$ cat src/rtl/data_ram_responder.sv
// Byte-wide data RAM answering core load/store/push/pop with a fixed number of wait states.
// Optional RAM_ERR_EN: flags and suppresses accesses whose latched address exceeds the depth.
module data_ram_responder #(
    parameter int unsigned ADDR_WIDTH  = 8,
    parameter int unsigned WAIT_CYCLES = 2
) (
    input  logic        i_clk,
    input  logic        i_rst,
    input  logic [15:0] i_addr,
    input  logic [7:0]  i_wdata,
    input  logic        i_read,
    input  logic        i_write,
    output logic [7:0]  o_rdata,
    output logic        o_done,
    output logic        o_busy,
    output logic        o_err
);

    localparam int unsigned DEPTH = 2 ** ADDR_WIDTH;
    localparam int unsigned CNT_W = (WAIT_CYCLES == 0) ? 1 : $clog2(WAIT_CYCLES + 1);

    typedef enum logic [1:0] {
        S_IDLE = 2'd0,
        S_BUSY = 2'd1,
        S_DONE = 2'd2
    } state_t;

    state_t             r_state, w_state_next;
    logic [CNT_W-1:0]   r_cnt, w_cnt_next;
    logic [15:0]        r_addr;
    logic [7:0]         r_wdata;
    logic               r_is_write;
    logic               r_both;
    logic [7:0]         r_rdata;
    logic               r_done;
    logic               r_busy;
    logic               r_err;
    logic [7:0]         r_mem [DEPTH];

    logic               w_capture;
    logic               w_enter_done;
    logic               w_oor;
    logic               w_err;
    logic               w_mem_we;
    logic [ADDR_WIDTH-1:0] w_idx;

    always_comb begin
        w_state_next = r_state;
        w_cnt_next   = r_cnt;
        w_capture    = 1'b0;
        w_enter_done = 1'b0;
        unique case (r_state)
            S_IDLE: begin
                if (i_read || i_write) begin
                    w_capture    = 1'b1;
                    w_cnt_next   = CNT_W'(WAIT_CYCLES);
                    w_state_next = S_BUSY;
                end
            end
            S_BUSY: begin
                if (r_cnt == '0) begin
                    w_enter_done = 1'b1;
                    w_state_next = S_DONE;
                end else begin
                    w_cnt_next = r_cnt - 1'b1;
                end
            end
            S_DONE:  w_state_next = S_IDLE;
            default: w_state_next = S_IDLE;
        endcase
    end

`ifdef RAM_ERR_EN
    assign w_oor = ((32'(r_addr) >> ADDR_WIDTH) != 32'd0);
`else
    assign w_oor = 1'b0;
`endif

    assign w_idx    = r_addr[ADDR_WIDTH-1:0];
    assign w_err    = r_both | w_oor;
    assign w_mem_we = w_enter_done & r_is_write & ~w_oor;

    always_ff @(posedge i_clk or posedge i_rst) begin
        if (i_rst) begin
            r_state    <= S_IDLE;
            r_cnt      <= '0;
            r_addr     <= '0;
            r_wdata    <= '0;
            r_is_write <= 1'b0;
            r_both     <= 1'b0;
            r_rdata    <= 8'h00;
            r_done     <= 1'b0;
            r_busy     <= 1'b0;
            r_err      <= 1'b0;
        end else begin
            r_state <= w_state_next;
            r_cnt   <= w_cnt_next;
            r_done  <= w_enter_done;
            r_busy  <= (w_state_next != S_IDLE);
            r_err   <= w_enter_done & w_err;
            if (w_capture) begin
                r_addr     <= i_addr;
                r_wdata    <= i_wdata;
                // A simultaneous read/write is serviced as a write.
                r_is_write <= i_write;
                r_both     <= i_read & i_write;
            end
            if (w_enter_done && !r_is_write) begin
                r_rdata <= w_oor ? 8'h00 : r_mem[w_idx];
            end
        end
    end

    // Storage is not reset; the reset term only blocks a commit racing an asserted reset.
    always_ff @(posedge i_clk) begin
        if (w_mem_we && !i_rst) begin
            r_mem[w_idx] <= r_wdata;
        end
    end

    assign o_rdata = r_rdata;
    assign o_done  = r_done;
    assign o_busy  = r_busy;
    assign o_err   = r_err;

endmodule

$ cat config.mk
export PLATFORM = sky130hd
export DESIGN_NAME = data_ram_responder
export DESIGN_NICKNAME = d
export VERILOG_FILES = /design/src/rtl/data_ram_responder.sv
export SDC_FILE = /design/constraint.sdc
export NUM_CORES = 2
export LEC_CHECK = 0
export ABC_AREA = 0
export CAP_MARGIN = 20
export CORE_ASPECT_RATIO = 0.7
export CORE_MARGIN = 2
export CORE_UTILIZATION = 27
export DETAILED_ROUTE_END_ITERATION = 8
export REMOVE_ABC_BUFFERS = 1
export SYNTH_ARGS = -nofsm -noshare
export SYNTH_HDL_FRONTEND = slang
export SYNTH_SLANG_ARGS = --single-unit
$ cat constraint.sdc
create_clock -name i_clk -period 4.5 [get_ports i_clk]
set_input_delay 0.9 -clock i_clk [delete_from_list [all_inputs] [get_ports i_clk]]
set_output_delay 0.9 -clock i_clk [all_outputs]
set_load 0.005 [all_outputs]
==> out/results.txt <==
The flow ran to the end, but the final reports show violations. The checks that failed: slew limit. The final cycle utilization of the critical path was 91.4%. The worst setup path is of the flip-flop to flip-flop kind. The worst setup path is captured at a flip-flop. The tools report the root buffer cell as sky130_fd_sc_hd__clkbuf_16.

Entering global routing, the biggest net connects 207 pins. TritonCTS built the clock tree. Once detail routing completed, the nets flagged for antenna violations numbered 0. Most common library cell in the layout ignoring fill and taps: sky130_fd_sc_hd__edfxtp_1. The run gives 3838 as the gate count after technology mapping. The number of setup buffers added after CTS is 0. Of the total power, the share spent switching nets is 33.9%.

The H-tree was split into 4 levels. Based on the critical path, the design can be clocked at up to 243 MHz. For this run, asynchronously set or reset flops after synthesis account for 1.59%.

The cell area that synthesis handed to floorplanning was 80700 um^2. The die is 658 um wide. For the worst setup path, the data required time is 5.23 ns.

The biggest area contributor in the post-synthesis netlist is sky130_fd_sc_hd__edfxtp_1. After clock tree synthesis, the flow added hold-fix buffers numbering 0. For the number of warnings printed during yosys synthesis, the log shows 0. For this block, the initial DRC count from the detailed router was 6537. Clock latency on the worst-skew pair, taken at its later pin, is 0.86 ns. The tools report the sequential share of the synthesized area as 77.2%. IR analysis of the VDD net gives a maximum drop of 0.000591 V. The share of final-layout standard cells stronger than drive strength 1 works out to 26.3%. At the end of routability-driven placement, the weighted congestion stood at 0.854. The library cells used most frequently in the layout, excluding fill and tap cells, are sky130_fd_sc_hd__edfxtp_1 (2048), sky130_fd_sc_hd__mux4_2 (466), sky130_fd_sc_hd__buf_4 (336).

The via count of the first global-routing pass came out at 39929. By area the synthesized netlist is led by sky130_fd_sc_hd__edfxtp_1 (76%), sky130_fd_sc_hd__mux4_2 (13%), sky130_fd_sc_hd__mux2i_1 (2.2%). The via density per instance is 5.00. For the worst setup slack after placement, the log shows 0.374 ns. In this run, synthesis inferred 2048 flip-flops with an integrated enable. For the setup TNS after final layout, the log shows 0 ns. The pre-antenna-repair detailed-routing pass consisted of 6 iterations. Detailed placement ended at an HPWL of 144000 um. The count of final setup violators is 0, and the initial cell density of the core is 27.2%. The clock-pin transition on the worst setup and hold timing paths is 0.06 ns.

The total overflow left after global routing is 0. The tool flagged a number of max-cap violations equal to 0. The most used flip-flop cell after synthesis is sky130_fd_sc_hd__edfxtp_1. The power density over the cells was 640 nW/um^2; the layout overhead on the synthesized area was 16.3%.

Final max-slew violation count: 79. Summing all placed instances gives a cell area of 88000 um^2. The die span in y came out at 461 um.

The average wire per cell in the routed design was 27.0 um; the placement row count was 167. Actual transition at the worst max-transition pin: 1.63 ns. The minimum clock period was 4.11 ns; the clock network power share was 26.4%.

The launching element type of the critical path is a flip-flop. Routed wire length: 225000 um. The register bit count reported by yosys is 2081, and the post-cts resize count is 0.

The via count was 41582; the average instance area after synthesis was 21.0 um^2. Clock skew on the completed layout was measured at 0.0509 ns. Of the post-synthesis cell area, the dominant cell type holds 76.2%. The final instance area was 93900 um^2; the number of antenna violations at the first check in global routing was 12. The floorplan step defined a die boundary enclosing 303000 um^2. Measured against its own limit, the worst slew margin works out to -8.68%. After the last flow step, the layout net total stands at 4224.

Setup slack closes at 0.388 ns. The logs give 4.84 ns for the arrival time of data at the critical path endpoint and 31.7% for the utilization of the core after routing. Setup repair after global routing left no endpoint under its margin. Kind of path behind the tightest hold check: flip-flop to flip-flop. The number of failing hold endpoints at the final stage is 0.

The switching power is 20.3 mW, and the share of total power in sequential cells is 42.5%. The logs give 313000 um for the wire length of the first global-routing pass and 2081 for the count of clock tree sinks. In this run, CTS created clock tree buffers numbering 192.

The tools report the internal power consumption as 39.8 mW. The synthesized netlist contains 59 unique library cells. The total global-route track usage was 14.4%. In this run the count of I/O pins placed on the die edge is 39.

In this run the static leakage power is 29.0 nW. The tools report the combinational group share of total power as 31.1%. Overall power consumption after layout is estimated at 60.1 mW.

The post-detailed-route DRC marker count was 0; the standard cell core area was 297000 um^2. The largest fanout on the critical path came out at 57. Buffers placed on the I/O ports in this run total 30.

No sink is reached through more buffers than the 4 on the longest clock path.
Yosys cell counts (4+ instances only):
cell,instances
sky130_fd_sc_hd__clkbuf_1,88
sky130_fd_sc_hd__nand3b_1,4
sky130_fd_sc_hd__o221ai_1,16
sky130_fd_sc_hd__nor3_1,24
sky130_fd_sc_hd__nor2b_1,18
sky130_fd_sc_hd__nand4_1,15
sky130_fd_sc_hd__a31oi_1,6
sky130_fd_sc_hd__mux4_2,466
sky130_fd_sc_hd__mux2i_1,177
sky130_fd_sc_hd__nand3_1,40
sky130_fd_sc_hd__o2111ai_1,7
sky130_fd_sc_hd__and2_1,6
sky130_fd_sc_hd__nand2_1,97
sky130_fd_sc_hd__nor4b_1,4
sky130_fd_sc_hd__inv_1,6
sky130_fd_sc_hd__a211oi_1,13
sky130_fd_sc_hd__mux2_2,18
sky130_fd_sc_hd__buf_1,22
sky130_fd_sc_hd__o22a_1,16
sky130_fd_sc_hd__buf_2,66
sky130_fd_sc_hd__a22oi_1,65
sky130_fd_sc_hd__o211ai_1,4
sky130_fd_sc_hd__nor2_1,296
sky130_fd_sc_hd__a221oi_1,15
sky130_fd_sc_hd__o21ai_0,18
sky130_fd_sc_hd__o32ai_1,4
sky130_fd_sc_hd__o32a_1,5
sky130_fd_sc_hd__buf_12,4
sky130_fd_sc_hd__dfrtp_1,33
sky130_fd_sc_hd__buf_6,12
sky130_fd_sc_hd__and3_1,8
sky130_fd_sc_hd__a22o_1,14
sky130_fd_sc_hd__nand2b_1,13
sky130_fd_sc_hd__buf_4,42
sky130_fd_sc_hd__o22ai_1,75
sky130_fd_sc_hd__edfxtp_1,2048
sky130_fd_sc_hd__or2_2,5
sky130_fd_sc_hd__nor4_1,9
sky130_fd_sc_hd__nand4bb_1,4
sky130_fd_sc_hd__a21oi_1,28
power groups by stage:
| stage | registers (mW) | logic (mW) | clock network [mW] |
|---|---|---|---|
| 4_1_cts | 25.5 | 18.5 | 16.1 |
| 3_3_place_gp | 25.9 | 18.2 | 0 |
| 6_report | 25.5 | 18.7 | 15.9 |
| 5_1_grt | 25.5 | 19.5 | 16.9 |
| 2_1_floorplan | 27.8 | 6.67 | 0 |
| 3_5_place_dp | 25.9 | 18.5 | 0 |
path summary, 6_finish.rpt:
check | from | to | slack, ns | cells past startpoint
min in group asynchronous | i_rst | r_wdata[3]$_DFFE_PP0P_ | 0.56 | 3
max in group asynchronous | i_rst | r_addr[3]$_DFFE_PP0P_ | 3.39 | 3
hold / removal | r_cnt[0]$_DFFE_PP0P_ | r_cnt[0]$_DFFE_PP0P_ | 0.49 | 1
setup / recovery | r_addr[1]$_DFFE_PP0P_ | o_rdata[2]$_DFFE_PP0P_ | 0.39 | 8
hold reg to reg | r_cnt[0]$_DFFE_PP0P_ | r_cnt[0]$_DFFE_PP0P_ | 0.49 | 1
setup reg to reg | r_addr[1]$_DFFE_PP0P_ | o_rdata[2]$_DFFE_PP0P_ | 0.39 | 8
per-stage QoR:
step / std cells / hold WS [ns]
floorplan: 3604 / 0.451
detailed placement: 7971 / 0.477
global placement: 7971 / 0.466
CTS: 8318 / 0.485
global route: 8319 / 0.510
finish: 8320 / 0.486
state kept, by name (all words and copies together) (netlist names):
signal / cells
o_rdata: 8
o_err: 1
r_cnt: 2
r_addr: 8
r_both: 1
r_wdata: 8
r_mem: 2048
o_busy: 1
r_state: 2
r_is_write: 1
o_done: 1
worst max-delay path, cell delays in order, from the launching register on:
cell and delay, ns:
sky130_fd_sc_hd__dfrtp_4 0.96, sky130_fd_sc_hd__buf_12 0.45, sky130_fd_sc_hd__mux4_2 0.62, sky130_fd_sc_hd__o221ai_1 0.26, sky130_fd_sc_hd__o211ai_1 0.41, sky130_fd_sc_hd__nor3_1 0.58, sky130_fd_sc_hd__buf_4 0.20, sky130_fd_sc_hd__nand4_1 0.21
sky130_fd_sc_hd__o22a_1 0.25
routing by layer:
metal | share of wire [%] | track usage, %
met4 | 2.1 | 3.01
met2 | 41 | 19.6
met3 | 13 | 5.26
met1 | 44 | 21.8
met5 | 0.0031 | 0
cell families after synthesis:
family / share of synthesized area (%)
flops: 77.2
mux: 15.4
simple gates: 3.06
compound gates: 2.66
buf+inv: 1.61
fa+ha+maj: 0.0155
final cells by class:
class / instances / area, um^2
Fill cell: 28275 / 203000
Sequential cell: 2081 / 62400
Multi-Input combinational cell: 1516 / 17200
Clock buffer: 239 / 5030
Tap cell: 3971 / 4970
Timing Repair Buffer: 397 / 3440
Clock inverter: 108 / 918
Inverter: 7 / 27.5
Antenna cell: 1 / 2.50
(Power assumes the default switching activity.)
